### src/rtl/nn_sched_pkg.sv
// Shared types and default constants for the neural-network inference scheduler.
// The state enum is used by the top; the defaults seed the module parameters.
package nn_sched_pkg;

   typedef enum logic [2:0] {
      S_IDLE,
      S_LOAD,
      S_NNRST,
      S_FILL,
      S_RUN,
      S_DRAIN
   } nn_sched_state_t;

   localparam int DEF_N_CLIENTS = 2;
   localparam int DEF_N_IN      = 2;
   localparam int DEF_N_OUT     = 1;
   localparam int DEF_DW        = 8;
   localparam int DEF_TMO_W     = 12;

   // Width of an index into an n-entry table; never narrower than one bit.
   function automatic int cnt_w(input int n);
      return (n > 1) ? $clog2(n) : 1;
   endfunction

endpackage

### src/rtl/nn_sched_rr_arbiter.sv
// One-hot round-robin arbiter: the search starts just above the last winner and
// wraps to client 0. After reset the last winner is the top client, so client 0 wins first.
module nn_sched_rr_arbiter
   import nn_sched_pkg::*;
#(
   parameter int N = DEF_N_CLIENTS
)(
   input  logic         clk,
   input  logic         rst,
   input  logic [N-1:0] req,
   input  logic         advance,
   output logic [N-1:0] grant
);

   logic [N-1:0] last_reg;
   logic [N-1:0] mask_hi;
   logic [N-1:0] req_hi;
   logic [N-1:0] pick_src;

   // Requests strictly above the last winner take priority; if there are none,
   // fall back to the lowest requester overall. x & -x isolates the lowest set bit.
   always_comb begin
      mask_hi  = ~((last_reg << 1) - N'(1));
      req_hi   = req & mask_hi;
      pick_src = (|req_hi) ? req_hi : req;
      grant    = pick_src & (~pick_src + N'(1));
   end

   always_ff @(posedge clk) begin
      if (rst)
         last_reg <= {1'b1, {(N-1){1'b0}}};
      else if (advance && (|req))
         last_reg <= grant;
   end

endmodule

### src/rtl/nn_inference_scheduler.sv
// Time-shares one generated network between N_CLIENTS requesters: arbitrate, buffer inputs,
// reset/fill/run the network, return outputs. Define NN_SCHED_TIMEOUT_EN for the FILL/RUN watchdog.
module nn_inference_scheduler
   import nn_sched_pkg::*;
#(
   parameter  int N_CLIENTS = DEF_N_CLIENTS,
   parameter  int N_IN      = DEF_N_IN,
   parameter  int N_OUT     = DEF_N_OUT,
   parameter  int DW        = DEF_DW,
   parameter  int TMO_W     = DEF_TMO_W,
   localparam int AW        = cnt_w(N_IN)
)(
   input  logic                 clk,
   input  logic                 rst,
   input  logic [N_CLIENTS-1:0] cli_req,
   output logic [N_CLIENTS-1:0] cli_grant,
   input  logic                 in_valid,
   input  logic signed [DW-1:0] in_data,
   output logic                 in_ready,
   output logic                 res_valid,
   output logic signed [DW-1:0] res_data,
   output logic                 res_last,
   input  logic                 res_ready,
   output logic                 err,
   output logic                 nn_rst,
   output logic                 nn_fill,
   input  logic                 nn_ack_fill,
   input  logic                 nn_rd,
   input  logic [AW-1:0]        nn_rd_addr,
   output logic signed [DW-1:0] nn_in_data,
   output logic                 nn_req,
   input  logic                 nn_ack_network,
   input  logic                 nn_out_valid,
   input  logic signed [DW-1:0] nn_out_data
);

   localparam int IW = AW;
   localparam int OW = $clog2(N_OUT + 1);
   localparam int RW = cnt_w(N_OUT);

   if (N_CLIENTS < 2 || N_CLIENTS > 8 || N_IN < 1 || N_OUT < 1 || DW < 1 || TMO_W < 2) begin : g_bad_params
      $error("nn_inference_scheduler: parameter out of range");
   end

   nn_sched_state_t state_reg, state_next;

   logic [N_CLIENTS-1:0] grant_reg, grant_next, arb_grant;
   logic                 arb_advance;
   logic [IW-1:0]        icnt_reg, icnt_next;
   logic [OW-1:0]        ocnt_reg, ocnt_next;
   logic [RW-1:0]        rcnt_reg, rcnt_next;
   logic [AW-1:0]        rd_addr_reg;
   logic                 rst_hold_reg;
   logic                 ibuf_we, obuf_we;
   logic                 nn_rst_pulse;
   logic                 tmo_hit;
   logic                 owner_req;
   logic [N_IN-1:0]      ibuf_sel;
   logic [N_OUT-1:0]     obuf_sel;

   logic signed [DW-1:0] ibuf [N_IN];
   logic signed [DW-1:0] obuf [N_OUT];

   nn_sched_rr_arbiter #(
      .N (N_CLIENTS)
   ) u_arb (
      .clk     (clk),
      .rst     (rst),
      .req     (cli_req),
      .advance (arb_advance),
      .grant   (arb_grant)
   );

   assign owner_req = |(cli_req & grant_reg);

   always_ff @(posedge clk) begin
      if (rst) begin
         state_reg    <= S_IDLE;
         grant_reg    <= '0;
         icnt_reg     <= '0;
         ocnt_reg     <= '0;
         rcnt_reg     <= '0;
         rd_addr_reg  <= '0;
         rst_hold_reg <= 1'b1;
      end else begin
         state_reg    <= state_next;
         grant_reg    <= grant_next;
         icnt_reg     <= icnt_next;
         ocnt_reg     <= ocnt_next;
         rcnt_reg     <= rcnt_next;
         rst_hold_reg <= 1'b0;
         if (nn_rd)
            rd_addr_reg <= nn_rd_addr;
      end
   end

   // Per-entry write selects keep every buffer index a compile-time constant.
   for (genvar gi = 0; gi < N_IN; gi++) begin : g_ibuf_sel
      assign ibuf_sel[gi] = ibuf_we && (icnt_reg == IW'(gi));
   end

   for (genvar gi = 0; gi < N_OUT; gi++) begin : g_obuf_sel
      assign obuf_sel[gi] = obuf_we && (ocnt_reg == OW'(gi));
   end

   always_ff @(posedge clk) begin
      for (int i = 0; i < N_IN; i++)
         if (ibuf_sel[i])
            ibuf[i] <= in_data;
      for (int i = 0; i < N_OUT; i++)
         if (obuf_sel[i])
            obuf[i] <= nn_out_data;
   end

   // The network's read address is latched on nn_rd, so data follows one cycle later.
   always_comb begin
      nn_in_data = '0;
      for (int i = 0; i < N_IN; i++)
         if (rd_addr_reg == AW'(i))
            nn_in_data = ibuf[i];
   end

   always_comb begin
      res_data = '0;
      if (state_reg == S_DRAIN)
         for (int i = 0; i < N_OUT; i++)
            if (rcnt_reg == RW'(i))
               res_data = obuf[i];
   end

   assign res_last  = (state_reg == S_DRAIN) && (rcnt_reg == RW'(N_OUT - 1));
   assign cli_grant = grant_reg;
   assign nn_rst    = rst_hold_reg | nn_rst_pulse;
   assign err       = tmo_hit;

   always_comb begin
      state_next   = state_reg;
      grant_next   = grant_reg;
      icnt_next    = icnt_reg;
      ocnt_next    = ocnt_reg;
      rcnt_next    = rcnt_reg;
      arb_advance  = 1'b0;
      ibuf_we      = 1'b0;
      obuf_we      = 1'b0;
      in_ready     = 1'b0;
      res_valid    = 1'b0;
      nn_fill      = 1'b0;
      nn_req       = 1'b0;
      nn_rst_pulse = 1'b0;

      case (state_reg)
         S_IDLE: begin
            if (|cli_req) begin
               arb_advance = 1'b1;
               grant_next  = arb_grant;
               icnt_next   = '0;
               ocnt_next   = '0;
               rcnt_next   = '0;
               state_next  = S_LOAD;
            end
         end
         S_LOAD: begin
            in_ready = 1'b1;
            // A withdrawn request abandons the inference before the network is touched.
            if (!owner_req) begin
               grant_next = '0;
               icnt_next  = '0;
               state_next = S_IDLE;
            end else if (in_valid) begin
               ibuf_we = 1'b1;
               if (icnt_reg == IW'(N_IN - 1)) begin
                  icnt_next  = '0;
                  state_next = S_NNRST;
               end else begin
                  icnt_next = icnt_reg + 1'b1;
               end
            end
         end
         S_NNRST: begin
            nn_rst_pulse = 1'b1;
            state_next   = S_FILL;
         end
         S_FILL: begin
            nn_fill = 1'b1;
            if (nn_ack_fill)
               state_next = S_RUN;
         end
         S_RUN: begin
            nn_req = 1'b1;
            if (nn_out_valid && (ocnt_reg != OW'(N_OUT))) begin
               obuf_we   = 1'b1;
               ocnt_next = ocnt_reg + 1'b1;
            end
            if (nn_ack_network && (ocnt_reg == OW'(N_OUT))) begin
               rcnt_next  = '0;
               state_next = S_DRAIN;
            end
         end
         S_DRAIN: begin
            res_valid = 1'b1;
            if (res_ready) begin
               if (rcnt_reg == RW'(N_OUT - 1)) begin
                  rcnt_next  = '0;
                  grant_next = '0;
                  state_next = S_IDLE;
               end else begin
                  rcnt_next = rcnt_reg + 1'b1;
               end
            end
         end
         default: state_next = S_IDLE;
      endcase

      if (tmo_hit) begin
         nn_rst_pulse = 1'b1;
         grant_next   = '0;
         state_next   = S_IDLE;
      end
   end

`ifdef NN_SCHED_TIMEOUT_EN
   logic [TMO_W-1:0] tmo_reg;

   // Restarts on every state change, so FILL and RUN each get a full window.
   always_ff @(posedge clk) begin
      if (rst || (state_next != state_reg))
         tmo_reg <= '0;
      else if (state_reg == S_FILL || state_reg == S_RUN)
         tmo_reg <= tmo_reg + 1'b1;
   end

   assign tmo_hit = (state_reg == S_FILL || state_reg == S_RUN) && (&tmo_reg);
`else
   assign tmo_hit = 1'b0;
`endif

endmodule

### config.mk
export PLATFORM = sky130hd
export DESIGN_NAME = nn_inference_scheduler
export DESIGN_NICKNAME = d
export VERILOG_FILES = /design/src/rtl/nn_sched_pkg.sv /design/src/rtl/nn_sched_rr_arbiter.sv /design/src/rtl/nn_inference_scheduler.sv
export SDC_FILE = /design/constraint.sdc
export NUM_CORES = 1
export LEC_CHECK = 0
export ABC_CLOCK_PERIOD_IN_PS = 2029
export CAP_MARGIN = 20
export CELL_PAD_IN_SITES_DETAIL_PLACEMENT = 2
export CELL_PAD_IN_SITES_GLOBAL_PLACEMENT = 2
export CORE_MARGIN = 5
export CORE_UTILIZATION = 28
export DETAILED_ROUTE_END_ITERATION = 12
export PLACE_DENSITY_LB_ADDON = 0.1
export SYNTH_ARGS = -nofsm -noshare
export SYNTH_HDL_FRONTEND = slang
export SYNTH_HIERARCHICAL = 1
export SYNTH_SLANG_ARGS = --single-unit
### constraint.sdc
create_clock -name clk -period 2.03 [get_ports clk]
set_input_delay 0.406 -clock clk [delete_from_list [all_inputs] [get_ports clk]]
set_output_delay 0.406 -clock clk [all_outputs]
set_load 0.02 [all_outputs]
==> run_results.csv <==
group,metric,value,unit
yosys,syn_nets,148,
power_and_ir_drop,p_comb_share,12.4,%
yosys,synth_area_leader_cell,"edfxtp_1",
route,drt-pass1-iter-count,3,
yosys,yosys_warnings,6,
critical_path,worstSetupPathType,"reg -> out",
final_layout,final_common_cell,"clkdlybuf4s50_1",
timing,period_minus_slack,1920,ps
power_and_ir_drop,power_density,753,nW/um^2
timing,rsz0062_at_grt,"no",
status,status,"complete, no violations",
placed_design,dp_slack,-77.1,ps
final_layout,multiInputGateArea,526,sq um
grt,grt_pass1_vias,1339,
timing,skew,6.88,ps
timing,setup_tns,0,ps
clock_tree,clock_latency,290,ps
placed_design,dp_hpwl,3.23,mm
power_and_ir_drop,p_leak,0.961,nW
clock_tree,hold_buffers,0,
timing,final-max-slew-violation-count,0,
yosys,avgSynthCellArea,12.5,sq um
power_and_ir_drop,p_int,1.37,mW
floorplanning,die_w,83.4,um
power_and_ir_drop,swShare,21.4,%
critical_path,critPathCaptureType,"primary output",
power_and_ir_drop,clkPwrFrac,43.3,%
clock_tree,cts-root-buf,"clkbuf_8",
critical_path,crit_family,"buffers and inverters",
placed_design,routabilityCongestion,0.774,
critical_path,critPathMaxStageDelay,400,ps
final_layout,syn2layout_area_growth,53.2,%
yosys,syn_area,1510,sq um
critical_path,path_buf_inv,2,
yosys,ys_seq_area_share,61.0,%
final_layout,layout.nets,213,
placed_design,io_buffers,50,
floorplanning,std_cell_rows,26,
floorplanning,core_area,5170,sq um
timing,finalCritPeriodShare,94.5,%
hold_path,hold_path_class,"reg -> reg",
final_layout,post-route-util,44.7,%
clock_tree,clk_pin_slew_worst_paths,70,ps
yosys,synth_edf_count,24,
power_and_ir_drop,total_power,1.74,mW
route,drt_iter0_markers,54,
route,wl_per_cell,15.8,um
critical_path,crit_required,1620,ps
yosys,async_reset_ff_share,0,%
critical_path,crit_fanout,6,
route,vias_per_cell,4.56,
power_and_ir_drop,vdd_ir_drop_max,288,uV
timing,finalHoldViolCount,0,
floorplanning,io_pins,52,
timing,holdWs,499,ps
final_layout,layout_common_cells,"28 x clkdlybuf4s50_1, 24 x edfxtp_1, 15 x buf_4",
yosys,synth_top_area_share,47.8,%
yosys,synth_area_leaders,"edfxtp_1 48%, dfxtp_1 13%, mux2_2 6.0%",
grt,grt_usage,12.5,%
critical_path,slowest_stage,"or3b_1",
floorplanning,die_area,6960,sq um
clock_tree,cts_buffer_depth,2,
critical_path,crit_path_cell_trace,"or3b_1 > inv_1 > dlygate4sd2_1",
clock_tree,htreeDepth,2,
route,drc,0,
yosys,yosysUniqueCellTypes,41,
placed_design,postPlaceCellArea,2170,sq um
run,maxCapViolCount,0,
yosys,syn_inst,121,
clock_tree,cts_made_buffers,5,
final_layout,post-route-cell-area,2310,sq um
timing,fmax,0.521,GHz
timing,setup-violations-final,0,
floorplanning,fp.dieH,83.4,um
grt,grt_max_degree,13,
grt,grt_antenna_before_repair,0,
final_layout,drive_above_1_share,20.9,%
critical_path,worst_ep_arrival_time,1510,ps
grt,overflow,0,
timing,fin_ws,112,ps
route,ant_nets,0,
final_layout,fin_cells,257,
final_layout,fillers,524,
power_and_ir_drop,p_seq_share,44.3,%
yosys,ys_seq_elements,34,
route,wirelength,4.05,mm
final_layout,register_area,926,sq um
clock_tree,cts_tree,"yes",
yosys,synthFlopType,"edfxtp_1",
power_and_ir_drop,p_switching,0.372,mW
critical_path,startpoint_type,"flip-flop",
grt,grt_pass1_wl,6.98,mm
route,via_count,1171,
final_layout,num_antenna_cells,0,
floorplanning,start_util,29.2,%
placed_design,post-place-cells,249,
final_layout,largest_reg_flops,16,
clock_tree,cts_num_sinks,34,
==> cell usage after synthesis, drive strengths merged, types with 2 or more instances <==
library cell,instances
edfxtp,24
dfxtp,10
and2,8
mux2,8
inv,7
a21oi,6
buf,5
nor2,5
nand2,4
nand3b,4
nor3,3
o21ai,3
a211o,2
a21boi,2
a21o,2
clkbuf,2
mux2i,2
nand2b,2
nand3,2
nand4,2
nor2b,2
nor4,2
==> tightest hold or removal path, cell delays in order (launching register included) <==
cell and delay [ps]:
dfxtp_1 330, nand2b_1 70, a21oi_1 60
==> metal layers <==
| layer | GRT usage [%] | vias up | wire length [um] |
|---|---|---|---|
| li1 | - | 570 | - |
| met1 | 15.6 | 568 | 1800 |
| met5 | 0 | - | 0 |
| met4 | 4.39 | 0 | 55 |
| met2 | 20.5 | 28 | 2030 |
| met3 | 3.76 | 5 | 162 |
==> worst paths after layout <==
kind	slack (ps)	from	cells past startpoint	endpoint
max	110	state_reg[0]	3	in_ready
min	500	ocnt_reg	2	ocnt_reg
max reg2reg	250	state_reg[0]	5	ibuf[0][2]
min reg2reg	500	ocnt_reg	2	ocnt_reg
==> cells by family after synthesis <==
group	synth area share [%]
compound gates	11.8
simple gates	15.5
mux	7.30
other cells	0.249
buf+inv	4.15
flops	61.0
==> layout make-up <==
class                      instances  area share, %
clock buffer                       5           2.98
clock inverter                     3           2.98
inverter                           7           1.14
multi-input combinational         73           22.7
sequential                        34           40.1
tap                               70           3.79
timing repair buffer              65           26.3
==> repair_timing <==
action	4_1_cts	5_1_grt
endpoints found under the setup margin	22	14
buffers inserted	0	0
gates resized for setup	19	16
gates cloned	0	0
==> power groups by stage <==
stage	clock, mW	combinational (mW)	sequential [mW]
floorplan	0	0.0955	0.782
global placement	0	0.217	0.784
detailed placement	0	0.223	0.785
CTS	0.777	0.220	0.770
global route	0.822	0.234	0.773
finish	0.753	0.216	0.770
Power figures use the tool's default switching activity.
